### config.mk
export PLATFORM = sky130hd
export DESIGN_NAME = ff_bank_write_ctrl
export DESIGN_NICKNAME = d
export VERILOG_FILES = /design/src/rtl/ff_bank_pkg.sv /design/src/rtl/ff_bank_write_ctrl_rr_pick.sv /design/src/rtl/ff_bank_write_ctrl.sv
export SDC_FILE = /design/constraint.sdc
export NUM_CORES = 1
export LEC_CHECK = 0
export CAP_MARGIN = 20
export CORE_MARGIN = 2
export CORE_UTILIZATION = 41
export DETAILED_ROUTE_END_ITERATION = 12
export PLACE_DENSITY = 0.84
export SETUP_SLACK_MARGIN = 0.02
export SLEW_MARGIN = 15
export SYNTH_ARGS = -nofsm -noshare
export SYNTH_HDL_FRONTEND = slang
export SYNTH_HIERARCHICAL = 1
export SYNTH_SLANG_ARGS = --single-unit
### constraint.sdc
create_clock -name clk -period 5.15 [get_ports clk]
set_input_delay 1.03 -clock clk [delete_from_list [all_inputs] [get_ports clk]]
set_output_delay 1.03 -clock clk [all_outputs]
set_load 0.005 [all_outputs]
### src/rtl/ff_bank_pkg.sv
// Shared types and helpers for the flop-bank write controller family.
package ff_bank_pkg;

    typedef enum logic [1:0] {
        IDLE  = 2'd0,
        CLEAR = 2'd1,
        WRITE = 2'd2,
        CHECK = 2'd3
    } state_e;

    // Id width for n agents, never narrower than one bit.
    function automatic int unsigned clog2_min1(input int unsigned n);
        int unsigned w;
        w = 1;
        while ((32'd1 << w) < n) begin
            w = w + 1;
        end
        return w;
    endfunction

endpackage

### src/rtl/ff_bank_write_ctrl_rr_pick.sv
// Combinational round-robin selector: first set request at or after ptr, wrapping.
module rr_pick #(
    parameter int unsigned N   = 4,
    parameter int unsigned IDW = 2
) (
    input  logic [N-1:0]   req,
    input  logic [IDW-1:0] ptr,
    output logic [N-1:0]   grant,
    output logic [IDW-1:0] grant_id,
    output logic           any
);

    logic [IDW-1:0] idx;

    always_comb begin
        grant    = '0;
        grant_id = '0;
        any      = 1'b0;
        idx      = '0;
        for (int unsigned i = 0; i < N; i++) begin
            idx = IDW'((32'(ptr) + i) % N);
            if (!any && req[idx]) begin
                any        = 1'b1;
                grant[idx] = 1'b1;
                grant_id   = idx;
            end
        end
    end

endmodule

### src/rtl/ff_bank_write_ctrl.sv
// Arbitrates requesters onto one shared flop bank: grant, write, readback check, ack.
module ff_bank_write_ctrl
    import ff_bank_pkg::*;
#(
    parameter int unsigned NUM_REQ = 4,
    parameter int unsigned WIDTH   = 8,
    localparam int unsigned IDW    = clog2_min1(NUM_REQ)
) (
    input  logic                     clk,
    input  logic                     rst,
    input  logic [NUM_REQ-1:0]       req_valid,
    input  logic [NUM_REQ*WIDTH-1:0] req_data,
    output logic [NUM_REQ-1:0]       req_ready,
    input  logic                     clr_req,
    output logic                     clr_ready,
    output logic                     ff_clr,
    output logic                     ff_en,
    output logic [WIDTH-1:0]         ff_d,
    input  logic [WIDTH-1:0]         ff_q,
    output logic                     ack,
    output logic [IDW-1:0]           ack_id,
    output logic                     ack_err,
    output logic                     busy
);

    localparam logic [IDW-1:0] CLR_ID = IDW'(NUM_REQ - 1);

    state_e             state_q, state_d;
    logic [IDW-1:0]     rr_ptr_q, rr_ptr_d;
    logic [IDW-1:0]     id_q, id_d;
    logic [WIDTH-1:0]   data_q, data_d;
    logic               op_clr_q, op_clr_d;

    logic [NUM_REQ-1:0] pick_grant;
    logic [IDW-1:0]     pick_id;
    logic               pick_any;
    logic [WIDTH-1:0]   sel_data;

    rr_pick #(
        .N   (NUM_REQ),
        .IDW (IDW)
    ) u_rr_pick (
        .req      (req_valid),
        .ptr      (rr_ptr_q),
        .grant    (pick_grant),
        .grant_id (pick_id),
        .any      (pick_any)
    );

    // Data slice of the current winner.
    always_comb begin
        sel_data = '0;
        for (int unsigned i = 0; i < NUM_REQ; i++) begin
            if (pick_grant[i]) begin
                sel_data = req_data[i*WIDTH +: WIDTH];
            end
        end
    end

    always_ff @(posedge clk or negedge rst) begin
        if (!rst) begin
            state_q  <= IDLE;
            rr_ptr_q <= '0;
            id_q     <= '0;
            data_q   <= '0;
            op_clr_q <= 1'b0;
        end else begin
            state_q  <= state_d;
            rr_ptr_q <= rr_ptr_d;
            id_q     <= id_d;
            data_q   <= data_d;
            op_clr_q <= op_clr_d;
        end
    end

    // Strobes stay low while rst is held so the acceptance handshake cannot fire in reset.
    always_comb begin
        state_d   = state_q;
        rr_ptr_d  = rr_ptr_q;
        id_d      = id_q;
        data_d    = data_q;
        op_clr_d  = op_clr_q;
        req_ready = '0;
        clr_ready = 1'b0;
        ff_clr    = 1'b0;
        ff_en     = 1'b0;
        ack       = 1'b0;
        ack_id    = '0;
        ack_err   = 1'b0;
        busy      = 1'b1;

        case (state_q)
            IDLE: begin
                busy = 1'b0;
                if (rst) begin
                    if (clr_req) begin
                        clr_ready = 1'b1;
                        id_d      = CLR_ID;
                        data_d    = '0;
                        op_clr_d  = 1'b1;
                        state_d   = CLEAR;
                    end else if (pick_any) begin
                        req_ready = pick_grant;
                        id_d      = pick_id;
                        data_d    = sel_data;
                        op_clr_d  = 1'b0;
                        state_d   = WRITE;
                    end
                end
            end
            CLEAR: begin
                ff_clr  = 1'b1;
                data_d  = '0;
                state_d = CHECK;
            end
            WRITE: begin
                ff_en   = 1'b1;
                state_d = CHECK;
            end
            CHECK: begin
                ack     = 1'b1;
                ack_id  = id_q;
                ack_err = (ff_q != data_q);
                if (!op_clr_q) begin
                    rr_ptr_d = (id_q == CLR_ID) ? '0 : id_q + IDW'(1);
                end
                state_d = IDLE;
            end
            default: state_d = IDLE;
        endcase
    end

    assign ff_d = data_q;

endmodule

==> flow_metrics.tcl <==
set metrics [dict create \
    drt_iter0_markers 173 \
    multiInputGateArea_um2 1090 \
    cts_setup_buffers 0 \
    top_usage_layer "met1" \
    rr_worst_depth 9 \
    tightest_slew_ns 0.882 \
    grt_overflow_total 0 \
    nFillCells 344 \
    die_h_um 66.0 \
    cp_common_cell "clkdlybuf4s50_1" \
    skew_ns 0.00146 \
    clkPwrFrac_pct 8.5 \
    yosysUniqueCellTypes 40 \
    worst_slack_ns 0.169 \
    syn_nets 220 \
    core_area_um2 3690 \
    crit_slowest_cell "o21ai_0" \
    die_w_um 66.0 \
    initial_utilization_pct 42.7 \
    cts_sinks 15 \
    arrival_ns 3.95 \
    synthXorXnorAreaFrac_pct 4.44 \
    setup_viol 0 \
    hp-start "op_clr_q" \
    seqPwrFrac_pct 20.2 \
    yosys_warnings 6 \
    reg2reg_slack_ns 1.86 \
    dr.pass1.iters 4 \
    synth_top_family_by_area "simple AND/OR/NAND/NOR gates" \
    grt_usage_pct 18.6 \
    status "completed" \
    peakVddDrop_uv 265 \
    switching_share_pct 44.0 \
    dieArea_um2 4360 \
    critPathRequiredTime_ns 4.12 \
    hold_viol_final 0 \
    min_to "op_clr_q" \
    fin_area_um2 2290 \
    finalCriticalPeriod_ns 4.98 \
    nNetsFinal 286 \
    leakage_uw 0.000912 \
    placed_cell_area_um2 2250 \
    met2_usage_pct 27.1 \
    start_kind "input port" \
    switchingPower_uw 509 \
    gp_congestion 0.913 \
    cp_num_buf_inv 2 \
    setup_tns_ns 0 \
    rows 22 \
    grt_util_met1_pct 28.0 \
    synth-simple-area-share_pct 26.1 \
    ys_ff_latch 15 \
    rsz0062_at_grt "false" \
    hold_ws_ns 0.494 \
    fin_crit_sh_pct 96.7 \
    combinationalPowerShare_pct 71.2 \
    ant_nets 0 \
    avgSynthCellArea_um2 9.67 \
    met3_usage_pct 3.58 \
    reg2reg_from "rr_ptr_q[0]" \
    cts_tree "done" \
    wl_per_cell_um 15.2 \
    postLayoutCoreUtil_pct 62.2 \
    maxCapViolCount 0 \
    cp_cell_sequence "clkdlybuf4s50_1 > mux4_2 > and2b_2 > a22oi_1 > o21ai_0 > and2_1 > clkdlybuf4s50_1" \
    slew_headroom_pct 40.6 \
    r2r-end "ff_d[6]" \
    critPathMaxFanout 10 \
    hold_buffers 0 \
    synth_mux_area_share_pct 9.68 \
    cts_buffers 3 \
    routed_via_density 5.59 \
    clock_latency_ns 0.25 \
    cts_resized 0 \
    place_hpwl_mm 3.16 \
    antenna_found_initial 0 \
    cts.clk_slew.worst_paths_ns 0.06 \
    clk_path_buf_depth 2 \
    max_stage_delay_ns 0.70 \
    synthCells 163 \
    power.density_nw_per_um2 504 \
    ys_seq_area_share_pct 23.8 \
    synthAdderAreaFrac_pct 7.94 \
    grt_max_degree 25 \
    syn-cell-area_um2 1580 \
    numPortBuffers 66 \
    synth_compound_area_share_pct 21.2 \
    io_pins 67 \
    layout-drive-gt1-share_pct 8.33 \
    fmax_ghz 0.201 \
    hold-path-cell-count 1 \
    critPathTopFamily "buffers and inverters" \
    drt_wl_total_mm 4.19 \
    hold_path_class "reg2reg" \
    pre_cts_slack_ns 0.192 \
    htree_levels 1 \
    num_vias 1544 \
    grt_pass1_vias 1277 \
    grt_first_pass_wirelength_mm 6.28 \
    seq_area_um2 375 \
    end_kind "output port" \
    p_int_uw 647 \
    drc 0 \
    cp.depth 7 \
    slew_viol_final 0 \
    setup.worst_path.class "in2out" \
    syn2layout_area_growth_pct 45.6 \
    antenna_cells 0 \
    cts_root_buf "clkbuf_8" \
]
[Yosys cell counts, drive strengths merged]
cell type,n,area share (%)
o21ai,5,1.6
a22oi,9,4.3
o311ai,1,0.56
buf,8,4.7
nor2,4,0.95
nand3,9,3.2
nor3,3,1.7
nand4bb,8,5.7
nor4,3,1.2
nand2b,10,4.0
dfrtp,15,24
o211a,1,0.63
a32o,9,5.7
clkbuf,1,0.24
a21oi,14,4.7
o22ai,2,0.79
nand3b,8,3.8
ha,10,7.9
a21o,1,0.48
and2b,1,0.56
and2,6,2.4
nand2,3,0.71
o211ai,1,0.48
mux4,4,6.2
a21boi,1,0.48
o31ai,2,0.95
mux2i,1,0.63
a221oi,1,0.56
inv,8,1.9
mux2,4,2.9
xor2,8,4.4
and3,1,0.48
nor4b,1,1.5
[routing by layer]
layer  vias to the layer above  wire (um)
met5                         -          0
met3                         4        334
met1                       708       2060
met2                        72       1780
met4                         0         25
li1                        760          -
[cell type report]
cell class                      count  area share, %
Clock buffer                        4           1.96
Inverter                            8           1.31
Multi-Input combinational cell    131           47.7
Sequential cell                    15           16.4
Tap cell                           48           2.62
Timing Repair Buffer               70           30.1
[flip-flops by register name, indices dropped and copies added (netlist names)]
register / count
op_clr_q: 1
ff_d: 8
id_q: 2
state_q: 2
rr_ptr_q: 2
[logic make-up (layout without fill, tap and decap cells)]
kind of cell,Yosys count,after routing
flops,15,15
mux,9,9
buf+inv,17,82
simple gates,57,57
fa+ha+maj,10,10
compound gates,47,47
xor+xnor,8,8
[stage by stage]
step	instances	total power [uW]
after floorplan	163	796
after global placement	272	1030
after detailed placement	272	1040
after CTS	276	1150
after global routing	276	1250
final	276	1160
[placed cells by master, fill, tap and decap left out, types with 6 or more instances in the layout]
| master | Yosys | layout |
|---|---|---|
| a21oi_1 | 13 | 13 |
| a22oi_1 | 9 | 9 |
| a32o_1 | 9 | 9 |
| and2_1 | 6 | 6 |
| clkdlybuf4s50_1 | 0 | 66 |
| dfrtp_1 | 15 | 15 |
| ha_1 | 10 | 10 |
| inv_1 | 8 | 8 |
| nand2b_1 | 10 | 10 |
| nand3_1 | 8 | 8 |
| nand3b_1 | 8 | 8 |
| nand4bb_1 | 8 | 8 |
| xor2_1 | 8 | 8 |
[how the worst max path moves through the flow]
stage / start / to / slack (ns)
floorplan: req_valid[2] / req_ready[3] / 1.28
global placement: req_valid[2] / req_ready[0] / 0.26
detailed placement: req_valid[3] / req_ready[0] / 0.19
CTS: req_valid[3] / req_ready[0] / 0.20
global route: req_valid[3] / req_ready[0] / 0.02
finish: req_valid[3] / req_ready[0] / 0.17
[power groups by stage]
stage | Combinational [uW] | Clock, uW | Sequential [uW]
2_1_floorplan | 576 | 0 | 220
3_3_place_gp | 802 | 0 | 232
3_5_place_dp | 809 | 0 | 234
4_1_cts | 816 | 98.3 | 233
5_1_grt | 901 | 105 | 242
6_report | 823 | 98.6 | 234
[worst register-to-register path, cell delays in order, from the launching register on]
cell	delay (ns)
dfrtp_1	0.64
inv_1	0.17
ha_1	0.40
mux4_2	0.45
and2b_2	0.31
a22oi_1	0.07
o21ai_0	0.70
nand4bb_1	0.16
nand3_1	0.14
a32o_1	0.18
No activity file was read; power rests on OpenSTA's default activity.
